===== src/rtl/txc_epl_sched.sv =====
// Transmit-side EPL segment scheduler: packet-locked weighted round robin
// over N_PORTS requesters with per-port credit counters and a registered
// one-hot grant.
module txc_epl_sched #(
  parameter int unsigned N_PORTS   = 4,
  parameter int unsigned CRED_W    = 6,
  parameter int unsigned CRED_INIT = 32,
  parameter int unsigned WGT_W     = 4,
  localparam int unsigned PW       = (N_PORTS > 1) ? $clog2(N_PORTS) : 1
) (
  input  logic                        clk,
  input  logic                        rst,
  input  logic [N_PORTS*WGT_W-1:0]    cfg_weight,
  input  logic [N_PORTS-1:0]          req,
  input  logic [N_PORTS-1:0]          req_eop,
  input  logic [N_PORTS-1:0]          crd_ret,
  output logic [N_PORTS-1:0]          gnt,
  output logic                        gnt_vld,
  output logic [PW-1:0]               gnt_port,
  output logic                        gnt_eop,
  output logic [N_PORTS*CRED_W-1:0]   crd_cnt,
  output logic                        crd_err
);

  typedef enum logic [1:0] {StArb, StPkt, StHold} state_e;

  localparam logic [CRED_W-1:0] CredMax  = {CRED_W{1'b1}};
  localparam logic [CRED_W-1:0] CredRst  = CRED_W'(CRED_INIT);

  state_e              state_q, state_d;
  logic [PW-1:0]       rr_q, rr_d;
  logic [PW-1:0]       lock_q, lock_d;
  logic [WGT_W-1:0]    quant_q, quant_d;
  logic [N_PORTS-1:0]  gnt_q, gnt_d;
  logic [PW-1:0]       gnt_port_q, gnt_port_d;
  logic                gnt_eop_q, gnt_eop_d;
  logic                gnt_vld_d;
  logic                crd_err_q, crd_err_d;
  logic [CRED_W-1:0]   crd_q [N_PORTS];
  logic [CRED_W-1:0]   crd_d [N_PORTS];

  logic [N_PORTS-1:0]  elig;
  logic                arb_found;
  logic [PW-1:0]       arb_sel;
  logic [WGT_W-1:0]    arb_wgt;
  logic [WGT_W-1:0]    quant_dec;

  // Modulo-N increment of a port index.
  function automatic logic [PW-1:0] wrap_add(input logic [PW-1:0] p, input int unsigned k);
    int unsigned s;
    s = 32'(p) + k;
    return PW'(s % N_PORTS);
  endfunction

  // Eligibility: requesting and holding at least one credit.
  always_comb begin
    for (int i = 0; i < N_PORTS; i++) begin
      elig[i] = req[i] & (crd_q[i] != '0);
    end
  end

  // Round-robin search starting at rr_q (inclusive).
  always_comb begin
    arb_found = 1'b0;
    arb_sel   = '0;
    for (int k = 0; k < N_PORTS; k++) begin
      if (!arb_found && elig[wrap_add(rr_q, k)]) begin
        arb_found = 1'b1;
        arb_sel   = wrap_add(rr_q, k);
      end
    end
    arb_wgt   = cfg_weight[arb_sel*WGT_W +: WGT_W];
    quant_dec = (quant_q == '0) ? '0 : quant_q - WGT_W'(1);
  end

  // Scheduler next-state: grant choice, lock, quantum and pointer update.
  always_comb begin
    state_d    = state_q;
    rr_d       = rr_q;
    lock_d     = lock_q;
    quant_d    = quant_q;
    gnt_vld_d  = 1'b0;
    gnt_port_d = '0;
    gnt_eop_d  = 1'b0;
    case (state_q)
      StArb: begin
        if (arb_found) begin
          gnt_vld_d  = 1'b1;
          gnt_port_d = arb_sel;
          gnt_eop_d  = req_eop[arb_sel];
          lock_d     = arb_sel;
          // A zero weight still buys one segment per turn.
          quant_d    = (arb_wgt == '0) ? '0 : arb_wgt - WGT_W'(1);
          if (!req_eop[arb_sel]) begin
            state_d = StPkt;
          end else if (quant_d != '0) begin
            state_d = StHold;
          end else begin
            rr_d = wrap_add(arb_sel, 1);
          end
        end
      end
      StPkt, StHold: begin
        if (elig[lock_q]) begin
          gnt_vld_d  = 1'b1;
          gnt_port_d = lock_q;
          gnt_eop_d  = req_eop[lock_q];
          quant_d    = quant_dec;
          if (!req_eop[lock_q]) begin
            state_d = StPkt;
          end else if (quant_dec != '0) begin
            state_d = StHold;
          end else begin
            state_d = StArb;
            rr_d    = wrap_add(lock_q, 1);
          end
        end else if (state_q == StHold) begin
          // Owner has nothing to send between packets: give up the rest of the turn.
          state_d = StArb;
          rr_d    = wrap_add(lock_q, 1);
        end
      end
      default: state_d = StArb;
    endcase
    gnt_d = gnt_vld_d ? (N_PORTS'(1) << gnt_port_d) : '0;
  end

  // Credit counters: grant consumes, return refills, overflow is sticky.
  always_comb begin
    crd_err_d = crd_err_q;
    for (int i = 0; i < N_PORTS; i++) begin
      crd_d[i] = crd_q[i];
      if (crd_ret[i] && !gnt_d[i]) begin
        if (crd_q[i] == CredMax) begin
          crd_err_d = 1'b1;
        end else begin
          crd_d[i] = crd_q[i] + CRED_W'(1);
        end
      end else if (gnt_d[i] && !crd_ret[i]) begin
        crd_d[i] = crd_q[i] - CRED_W'(1);
      end
    end
  end

  // State and registered outputs.
  always_ff @(posedge clk) begin
    if (rst) begin
      state_q    <= StArb;
      rr_q       <= '0;
      lock_q     <= '0;
      quant_q    <= '0;
      gnt_q      <= '0;
      gnt_port_q <= '0;
      gnt_eop_q  <= 1'b0;
      crd_err_q  <= 1'b0;
      for (int i = 0; i < N_PORTS; i++) begin
        crd_q[i] <= CredRst;
      end
    end else begin
      state_q    <= state_d;
      rr_q       <= rr_d;
      lock_q     <= lock_d;
      quant_q    <= quant_d;
      gnt_q      <= gnt_d;
      gnt_port_q <= gnt_port_d;
      gnt_eop_q  <= gnt_eop_d;
      crd_err_q  <= crd_err_d;
      for (int i = 0; i < N_PORTS; i++) begin
        crd_q[i] <= crd_d[i];
      end
    end
  end

  // Output packing.
  always_comb begin
    for (int i = 0; i < N_PORTS; i++) begin
      crd_cnt[i*CRED_W +: CRED_W] = crd_q[i];
    end
  end

  assign gnt      = gnt_q;
  assign gnt_vld  = |gnt_q;
  assign gnt_port = gnt_port_q;
  assign gnt_eop  = gnt_eop_q;
  assign crd_err  = crd_err_q;

endmodule


===== config.mk =====
export PLATFORM = sky130hd
export DESIGN_NAME = txc_epl_sched
export DESIGN_NICKNAME = d
export VERILOG_FILES = /design/src/rtl/txc_epl_sched.sv
export SDC_FILE = /design/constraint.sdc
export NUM_CORES = 1
export LEC_CHECK = 0
export ABC_CLOCK_PERIOD_IN_PS = 9600
export BUFFER_PORTS_ARGS = -buffer_cell sky130_fd_sc_hd__buf_2
export CAP_MARGIN = 20
export CORE_MARGIN = 2
export CORE_UTILIZATION = 57
export DETAILED_ROUTE_END_ITERATION = 10
export PLACE_DENSITY = 0.82
export SYNTH_ARGS = -nofsm -noshare
export SYNTH_HDL_FRONTEND = slang
export SYNTH_SLANG_ARGS = --single-unit

===== constraint.sdc =====
create_clock -name clk -period 9.6 [get_ports clk]
set_input_delay 0 -clock clk [delete_from_list [all_inputs] [get_ports clk]]
set_output_delay 0 -clock clk [all_outputs]
set_load 0.05 [all_outputs]

=== Word level (Yosys, flattened, before mapping) ===
Memories as Yosys holds them, arrays and structs flattened.
Index checks and enable logic that the tools add are counted.

* Add/sub/neg operators: 15
* $lt $le $gt $ge: 6
* Equal/unequal tests: 14
* Shifts and indexed selects: 2
* Multiplexer cells: 80
* Bitwise gates (word level): 8
* Reductions and logical operators: 38

{| class="wikitable"
|+ Operators by type and width
! operator !! number
|-
| $mux 6 || 16
|-
| $mux 2 || 20
|-
| $mux 1 || 26
|-
| $add 6x1->6 const B || 4
|-
| $eq 6x6->1 const B || 4
|-
| $reduce_bool 6->1 || 4
|-
| $sub 6x1->6 const B || 4
|-
| $mux 4 || 5
|-
| $lt 2x3->1 const B || 6
|-
| $shiftx 16x5->4 || 1
|-
| $bmux 1 s2 || 7
|-
| $ne 3x3->1 const B || 4
|-
| $pmux 2 s2 || 3
|-
| $logic_and 1x1->1 || 11
|-
| $logic_not 1->1 || 11
|-
| $logic_not 4->1 || 2
|-
| $ne 2x2->1 const B || 4
|-
| $pmux 4 s2 || 1
|-
| $reduce_bool 4->1 || 2
|-
| $sub 4x1->4 const B || 2
|-
| $reduce_and 7->1 || 1
|-
| $add 2x1->2 const B || 3
|-
| $reduce_and 3->1 || 2
|-
| $add 2x2->2 const B || 2
|-
| 11 further kinds || 18
|}

* Register bits after elaboration: 18
* Bits in writable memories: 24
* Input port bits: 30
* Output and inout port bits: 33
* Memories: 1

{| class="wikitable"
|+ Memory list
! memory !! words !! bits a word !! read ports !! clocked after memory_dff !! wr ports !! line !! text
|-
| crd_q || 4 || 6 || 4 || 0 || 4 || 39 || <nowiki>logic [CRED_W-1:0] crd_q [N_PORTS];</nowiki>
|}

=== Longest topological paths before layout ===
Gate-level depths: netlist of the first run.

* Word-level depth: 27
* Mapped depth: 18
* Mapped depth without buffers: 16

=== Worst setup path after synthesis of the first run ===
Ideal clock, no wire load.

* Path kind: flip-flop to flip-flop
* From: mem crd_q[3][0]
* To: mem crd_q[0][5]
* Library setup time: 0.072 ns
* Arrival time: 4.025 ns
* Data required time: 9.528 ns
* Path slack: 5.504 ns
* Stages on the path, launching flop included: 16
* Period minus slack after synthesis: 4.096 ns
* Cell sequence: dfxtp_1 -> or4_4 -> o31a_1 -> buf_6 -> mux4_2 -> and3_4 -> nor2_1 -> nand2_1 -> nand2_1 -> ha_1 -> a21o_1 -> a21oi_1 -> nor2b_1 -> o21a_1 -> o41ai_1 -> mux2i_1

{| class="wikitable"
|+ RTL lines
! element !! line
|-
| start: declaration || 39
|}

==> results.yml, run 1 <==
setup_path:
  arrival_ns: 4.74
  critical_path_buf_inv_count: 0
  crit_end: "crd_q[0][5]"
  path_class: "flip-flop to flip-flop"
  r2r_start: "crd_q[1][2]"
  end_kind: "flip-flop"
  start_kind: "flip-flop"
  cpMaxStageDelayCell: "o41ai_2"
  crit_family: "compound AO/OA/AOI/OAI gates"
  crit_required_ns: 9.84
  critPathMaxStageDelay_ns: 0.63
  cp_common_cell: "nand2_1"
  crit_fanout: 6
  r2r_end: "crd_q[0][5]"
  rrSetupSlack_ns: 5.10
  cp_cell_sequence: "or4_1, o31a_1, o41ai_2, nor3_1, nor2_1, nand2_1, nand2_1, ha_1, a21o_1, a21oi_1, nor2b_1, o21a_1, o41ai_1, mux2i_1"
  crit_cells: 14
  setup.worst_path.start: "crd_q[1][2]"
  reg2reg_depth: 14
finish:
  final_nets: 510
  n_antenna_cell: 0
  drive_gt1_frac: 0.2096
  areaGrowthSynthToFinish_pct: 13.80
floorplanning:
  io_pins: 63
  core_sq_mm: 0.005851
  die_width_microns: 81.23
  initial_utilization: 0.5811
  die-height_microns: 81.23
  fp-row-count: 28
  die_area_sq_mm: 0.006598
grt:
  grt.total_usage: 0.2684
  antenna_found_initial: 0
  grt_max_degree: 47
  grt_overflow: 0
  grt_pass1_wl_microns: 14010
  grt_pass1_vias: 2977
drt:
  drt-initial-drc-count: 259
  drc: 0
  routed_via_density: 6.272
  dr.pass1.iters: 7
  num_vias: 3343
  drt-total-wl_microns: 8768
  ant_nets: 0
  wl_per_cell_microns: 16.45
clocking:
  clk_path_buf_depth: 2
  holdBufCountCts: 0
  cts_inserted_buffers: 5
  clock-sinks: 42
  clock_latency_ns: 0.30
  clk_pin_slew_worst_paths_ns: 0.09
  cts-root-buf: "clkbuf_8"
  ctsResizeCount: 0
  cts_setup_buffers: 0
  cts_tree: "yes"
  cts_max_level: 2
sta:
  setup_tns_ns: 0
  worst_hold_slack_ns: 0.1109
  period_needed_ns: 4.503
  slew_headroom: 0.4649
  tightestPinTransition_ns: 0.8027
  setup_viol: 0
  maxSlewViolCount: 0
  fmax_ghz: 0.2221
  skew_ns: 0.009202
  hold_viol_final: 0
  period_share: 0.4691
  rsz0062_at_grt: "no"
run:
  drv_cap: 0
yosys:
  synth_edf_count: 0
  yosysUniqueCellTypes: 66
  synth_area_sq_mm: 0.003400
  synth_area_leaders: "dfxtp_1 (25%), ha_1 (7.0%), mux2i_1 (4.4%)"
  yosysTopAreaCell: "dfxtp_1"
  synthArstFlopShare: 0
  synth_top_area_share: 0.2473
  synth_fp_nets: 457
  seq_area_frac_synth: 0.2473
  syn_inst: 404
  yosys_warnings: 0
  yosys_most_used_dff: "dfxtp_1"
  yosysMostFrequentCell: "dfxtp_1"
  synth_common_cells: "dfxtp_1 (42), nor2_1 (36), a21oi_1 (28), inv_1 (20), nand2_1 (20)"
  syn_area_per_cell_sq_um: 8.415
  synth_seq_cells: 42
pwr:
  ir_drop_mv: 0.1811
  leakagePower_nw: 1.666
  powerDensity_mw_per_mm2: 349.3
placement:
  dp_hpwl_microns: 6410
  finalWeightedCongestion: 0.9023
  port_buffers: 62
run_status:
  status: "completed"
worst_hold_path:
  hold_class: "input port to flip-flop"
worst min-delay path by stage:
stage	cells after the start	from	slack [ns]	to
global placement	3	crd_ret[0]	0.41	crd_err
CTS	3	crd_ret[0]	0.11	crd_err
floorplan	2	crd_ret[0]	0.23	crd_q[0][5]
detailed placement	3	crd_ret[0]	0.41	crd_err
global route	3	crd_ret[0]	0.16	crd_err
finish	3	crd_ret[0]	0.11	crd_err
flip-flops by register name, indices dropped and copies added, names as in the netlist:
register	count
lock_q	2
quant_q	4
gnt	4
gnt_port	2
rr_q	2
state_q	2
crd_err	1
gnt_eop	1
crd_q	24
cell families (layout without fill, tap and decap cells):
logic type / Yosys count / in the layout / share of synthesized area
flip-flops: 42 / 42 / 0.2473
buffers and inverters: 39 / 93 / 0.04932
AO/OA/AOI/OAI: 126 / 126 / 0.2746
AND/OR/NAND/NOR: 134 / 134 / 0.2102
XOR/XNOR: 18 / 18 / 0.04637
adder cells (fa/ha/maj): 23 / 23 / 0.09349
multiplexers: 22 / 22 / 0.07876
power by group:
group / switching, W / internal, W
sequential: 0.0000774 / 0.000232
combinational: 0.000544 / 0.000327
clock: 0.0000671 / 0.000104
routing by layer:
metal,GRT usage,share of wire,vias to the layer above
met5,0,0,-
met4,0.07627,0.014,0
met3,0.05222,0.067,11
met2,0.4372,0.48,132
met1,0.3618,0.44,1574
li1,-,-,1626
cells in the final DEF (no fill, tap or decap), drive strengths merged, types with 8 or more instances in the layout:
cell and instances:
nand2 20, inv 20, o21a 9, mux2i 17
a21o 8, nor3 15, o21ai 20, ha 19
nand4 10, nand3 8, dfxtp 42, o211ai 8
a21oi 28, buf 63, nor2 36, xnor2 14
metrics by stage:
step | instance area, sq um | std cells | setup slack (ns) | total power (W) | utilization
after floorplan | 3400 | 404 | 5.504 | 0.0009971 | -
final | 3869 | 533 | 5.097 | 0.001351 | 0.6612
after detailed placement | 3719 | 523 | 5.201 | 0.001170 | 0.6356
after global placement | 3719 | 523 | 5.249 | 0.001141 | 0.6356
after global routing | 3869 | 533 | 4.740 | 0.001449 | 0.6612
after CTS | 3856 | 531 | 5.141 | 0.001344 | 0.6591
area by class of cell:
type / count / area (sq um)
clock inverters: 3 / 68.82
well taps: 75 / 93.84
clock buffers: 5 / 68.82
multi-input cells: 323 / 2391
inverters: 20 / 75.07
flip-flops and latches: 42 / 840.8
repair buffers: 65 / 330.3
fillers: 483 / 1982
worst reg2reg max path, cell delays in order (launching register included):
cell and delay [ns]:
dfxtp_1 0.35, or4_1 0.59, o31a_1 0.35, o41ai_2 0.63, nor3_1 0.24, nor2_1 0.30, nand2_1 0.17, nand2_1 0.21
ha_1 0.26, a21o_1 0.18, a21oi_1 0.23, nor2b_1 0.08, o21a_1 0.19, o41ai_1 0.43, mux2i_1 0.24
(Power assumes the default switching activity.)
==> inputs of run 2 (changes only) <==
Settings changed: ABC_CLOCK_PERIOD_IN_PS 9600 to 4300.
Clock period 9.6 ns to 4.3 ns, I/O delays scaled along.
==> results.yml, run 2 (synthesis results as in run 1) <==
sta:
  period_needed_ns: 4.136
  setup_tns_ns: 0
  setup_viol: 0
  fmax_ghz: 0.2418
  tightestPinTransition_ns: 0.8441
  skew_ns: 0.005535
  period_share: 0.9619
  slew_headroom: 0.4372
  maxSlewViolCount: 0
  hold_viol_final: 0
setup_path:
  cpMaxStageDelayCell: "mux4_2"
  path_class: "flip-flop to flip-flop"
  crit_required_ns: 4.48
  end_kind: "flip-flop"
  crit_family: "compound AO/OA/AOI/OAI gates"
  start_kind: "flip-flop"
  arrival_ns: 4.31
  cp_cell_sequence: "or4_4, o31a_1, mux4_2, and3_4, nor2_1, nand2_1, nand2_1, ha_1, a21o_1, a21oi_2, nor2b_1, o21a_1, o21ai_0, a21o_1, o41ai_1, mux2i_1"
  crit_fanout: 7
  critical_path_buf_inv_count: 0
  critPathMaxStageDelay_ns: 0.59
  rrSetupSlack_ns: 0.16
grt:
  grt_pass1_vias: 3086
  gr-usage-met3: 0.04222
  grt_overflow: 0
  grt_max_degree: 47
  grt.total_usage: 0.2667
  grt_pass1_wl_microns: 13940
  use_met1: 0.3491
  grt_busiest_layer: "met2"
  antenna_found_initial: 0
  grtUsageMet2: 0.4529
clocking:
  clk_path_buf_depth: 2
  clk_pin_slew_worst_paths_ns: 0.08
  cts-root-buf: "clkbuf_8"
  cts_max_level: 2
  holdBufCountCts: 0
  clock-sinks: 42
  cts_inserted_buffers: 5
  cts_tree: "yes"
  clock_latency_ns: 0.29
drt:
  dr.pass1.iters: 5
  ant_nets: 0
  num_vias: 3406
  routed_via_density: 6.238
  drt-initial-drc-count: 247
  drt-total-wl_microns: 8767
  drc: 0
  wl_per_cell_microns: 16.06
finish:
  layout_common_cells: "buf_2 (62), dfxtp_1 (42), nor2_1 (36)"
  register_area_sq_um: 840.8
  regMostFlops: "crd_q"
  areaGrowthSynthToFinish_pct: 16.56
  final_common_cell: "buf_2"
  largest_reg_flops: 24
  fillers: 482
  final_nets: 523
  n_antenna_cell: 0
  utilization: 0.6773
  multi_input_comb_area_sq_mm: 0.002431
  drive_gt1_frac: 0.2463
floorplanning:
  die_width_microns: 81.23
  die_area_sq_mm: 0.006598
  fp-row-count: 28
  io_pins: 63
  core_sq_mm: 0.005851
  initial_utilization: 0.5811
  die-height_microns: 81.23
run:
  drv_cap: 0
pwr:
  powerDensity_mw_per_mm2: 751.3
  ir_drop_mv: 0.4489
  leakagePower_nw: 1.716
run_status:
  status: "completed"
placement:
  port_buffers: 62
  finalWeightedCongestion: 0.8776
  dp_hpwl_microns: 6366
worst_hold_path:
  hold_class: "input port to flip-flop"
==> run 2: cell types whose count changed in the layout (fill, tap and decap cells not counted), sizes merged <==
cell / delta
bufinv: -2
clkbuf: +2
buf: +13
==> run 2: worst min-delay path: cells and delay by family <==
kind / cells / cell delay (ns)
multiplexers: 1 / 0.11
AO/OA/AOI/OAI: 1 / 0.11
buffers and inverters: 1 / 0.14
==> run 2: per-stage QoR <==
step	power, W	cell area (sq um)	instances	setup slack, ns	hold slack (ns)
after floorplan	0.002226	3400	404	0.2038	0.2290
after global placement	0.002574	3779	531	0.2604	0.4052
after detailed placement	0.002630	3779	531	0.1536	0.4217
after CTS	0.002910	3870	539	0.1342	0.1027
after global routing	0.003208	3963	546	-0.008974	0.1347
final	0.002977	3963	546	0.1637	0.1205
==> run 2: path summary, 6_finish.rpt <==
kind | start | endpoint | cells after the start
worst max-delay path | crd_q[3][0] | crd_q[0][5] | 16
worst min register to register | crd_q[0][3] | crd_q[0][3] | 2
worst max register to register | crd_q[3][0] | crd_q[0][5] | 16
worst min-delay path | crd_ret[0] | crd_q[0][5] | 3
==> run 2: power by group <==
group | switching [W] | internal, W | total [W] | leakage [nW]
logic | 0.00123 | 0.000788 | 0.00202 | 1.32
registers | 0.000170 | 0.000518 | 0.000688 | 0.346
clock network | 0.000140 | 0.000130 | 0.000269 | 0.0482
total | 0.00154 | 0.00144 | 0.00298 | 1.72
==> run 2: per-layer routing <==
layer / vias to the layer above / routed length (microns)
li1: 1650 / -
met1: 1599 / 3819
met2: 130 / 4282
met3: 27 / 473
met4: 0 / 192
met5: - / 0
==> run 2: cell type report <==
| class | count | area share |
|---|---|---|
| Tap cell | 75 | 0.02368 |
| Inverter | 20 | 0.01895 |
| Clock buffer | 7 | 0.02179 |
| Clock inverter | 1 | 0.001263 |
| Timing Repair Buffer | 78 | 0.1086 |
| Sequential cell | 42 | 0.2122 |
| Multi-Input combinational cell | 323 | 0.6135 |
==> run 2: what timing repair did <==
item                                   4_1_cts  5_1_grt
setup endpoints to repair                    0        4
setup buffers                                0        5
gates resized for setup                      0       10
endpoints found under the hold margin        0        0
==> inputs of run 3 (changes only) <==
==> constraint.sdc (replaced) <==
create_clock -name clk -period 4.3 [get_ports clk]
set_input_delay 0.645 -clock clk [delete_from_list [all_inputs] [get_ports clk]]
set_output_delay 0.645 -clock clk [all_outputs]
set_load 0.05 [all_outputs]
==> results.yml, run 3 (synthesis results as in run 1) <==
run_status:
  status: "completed"
finish:
  utilization: 0.6828
  final_cells: 542
  areaGrowthSynthToFinish_pct: 17.52
  largest_reg_flops: 24
  final_area_sq_mm: 0.003995
  drive_gt1_frac: 0.2484
  regMostFlops: "crd_q"
  register_area_sq_um: 840.8
  fillers: 464
  n_antenna_cell: 0
  final_nets: 519
  layout_common_cells: "buf_2 (63), dfxtp_1 (42), nor2_1 (36)"
  final_common_cell: "buf_2"
  multi_input_comb_area_sq_mm: 0.002445
placement:
  finalWeightedCongestion: 0.9006
  dp_hpwl_microns: 6208
  dp_cells: 530
  place_area_sq_mm: 0.003771
  place_worst_setup_slack_ns: -0.03072
  port_buffers: 62
pwr:
  ir_drop_mv: 0.4920
  combPwrFrac: 0.649
  switching_power_w: 0.001555
  power_frac_clock: 0.128
  leakagePower_nw: 1.728
  internal-power_w: 0.001544
  powerDensity_mw_per_mm2: 775.7
  seqPwrFrac: 0.223
  swShare: 0.5017
setup_path:
  reg2reg_depth: 13
  arrival_ns: 4.37
  crit_required_ns: 4.53
  r2r_end: "crd_q[1][5]"
  r2r_start: "crd_q[3][0]"
  crit_end: "crd_q[1][5]"
  path_class: "flip-flop to flip-flop"
  start_kind: "flip-flop"
  crit_fanout: 9
  setup.worst_path.start: "crd_q[3][0]"
  end_kind: "flip-flop"
  rrSetupSlack_ns: 0.16
grt:
  grt.total_usage: 0.2694
  grt_pass1_wl_microns: 14160
  grt_overflow: 0
  grt_pass1_vias: 3091
  grt_max_degree: 47
  antenna_found_initial: 0
sta:
  setup_viol: 0
  hold_viol_final: 0
  slew_headroom: 0.4605
  setup_ws_ns: 0.1597
  tightestPinTransition_ns: 0.8092
  period_needed_ns: 4.140
  skew_ns: 0.003968
  fmax_ghz: 0.2415
  rsz0062_at_grt: "yes"
  maxSlewViolCount: 0
  period_share: 0.9629
floorplanning:
  initial_utilization: 0.5811
  die_area_sq_mm: 0.006598
  fp-row-count: 28
  die-height_microns: 81.23
  io_pins: 63
  core_sq_mm: 0.005851
  die_width_microns: 81.23
drt:
  drt-total-wl_microns: 8744
  num_vias: 3381
  dr.pass1.iters: 5
  drc: 0
  drt-initial-drc-count: 243
  ant_nets: 0
  wl_per_cell_microns: 16.13
  routed_via_density: 6.238
clocking:
  cts_max_level: 2
  cts_tree: "yes"
  clock_latency_ns: 0.30
  holdBufCountCts: 0
  cts-root-buf: "clkbuf_8"
  cts_inserted_buffers: 5
  clk_pin_slew_worst_paths_ns: 0.09
  clk_path_buf_depth: 2
  clock-sinks: 42
run:
  drv_cap: 0
worst_hold_path:
  hold_class: "flip-flop to flip-flop"
run 3: cell count changes in the layout (fill, tap and decap cells not counted), sizes merged:
cell	before	now
clkinv	1	0
clkbuf	9	7
bufinv	0	2
buf	76	73
run 3: power by group through the flow:
stage          Combinational (W)  Sequential [W]  Clock (W)
6_report                 0.00201        0.000692   0.000396
5_1_grt                  0.00219        0.000718   0.000413
4_1_cts                  0.00194        0.000689   0.000399
3_5_place_dp             0.00192        0.000696          0
3_3_place_gp             0.00188        0.000692          0
2_1_floorplan            0.00125        0.000980          0
run 3: routing by layer:
metal,routed length (microns),vias to the layer above,track usage
met5,0,-,0
met4,198,0,0.07966
met3,537,22,0.04778
met2,4182,155,0.4446
met1,3825,1568,0.3599
li1,-,1636,-
run 3: how the worst min path moves through the flow:
stage | startpoint | endpoint | slack, ns | cells after the start
global route | state_q[0] | state_q[0] | 0.57 | 2
CTS | state_q[0] | state_q[0] | 0.53 | 2
detailed placement | state_q[0] | state_q[0] | 0.52 | 2
floorplan | state_q[0] | state_q[0] | 0.48 | 2
global placement | state_q[0] | state_q[0] | 0.51 | 2
finish | state_q[0] | state_q[0] | 0.53 | 2
run 3: cell type report:
class	count	share of cell area
clock buffer	6	0.02067
clock inverter	2	0.01503
inverter	20	0.01879
multi-input combinational	323	0.6120
sequential	42	0.2105
tap	75	0.02349
timing repair buffer	74	0.09959
run 3: timing repair:
item / CTS / global route
endpoints found under the hold margin: 0 / 0
pin swaps: 0 / 1
setup buffers: 0 / 2
resized for setup: 1 / 11
endpoints found under the setup margin: 1 / 4
run 3: critical path, cell delays in order (launching register included):
cell and delay [ns]:
dfxtp_1 0.37, or4_4 0.53, o31a_2 0.40, mux4_2 0.60, and3_4 0.24, a2111oi_4 0.30, nand2b_2 0.26, ha_1 0.24
a21o_1 0.18, a21oi_1 0.21, o21bai_1 0.09, a21oi_1 0.19, mux2i_1 0.25, mux2i_1 0.21
run 3: stage by stage:
step / total power, W / hold WS (ns) / TNS [ns]
after floorplan: 0.002226 / 0.4790 / 0
after global placement: 0.002575 / 0.5060 / 0
after detailed placement: 0.002617 / 0.5154 / -0.03072
after CTS: 0.003024 / 0.5301 / 0
after global routing: 0.003326 / 0.5727 / -0.08092
final: 0.003099 / 0.5308 / 0
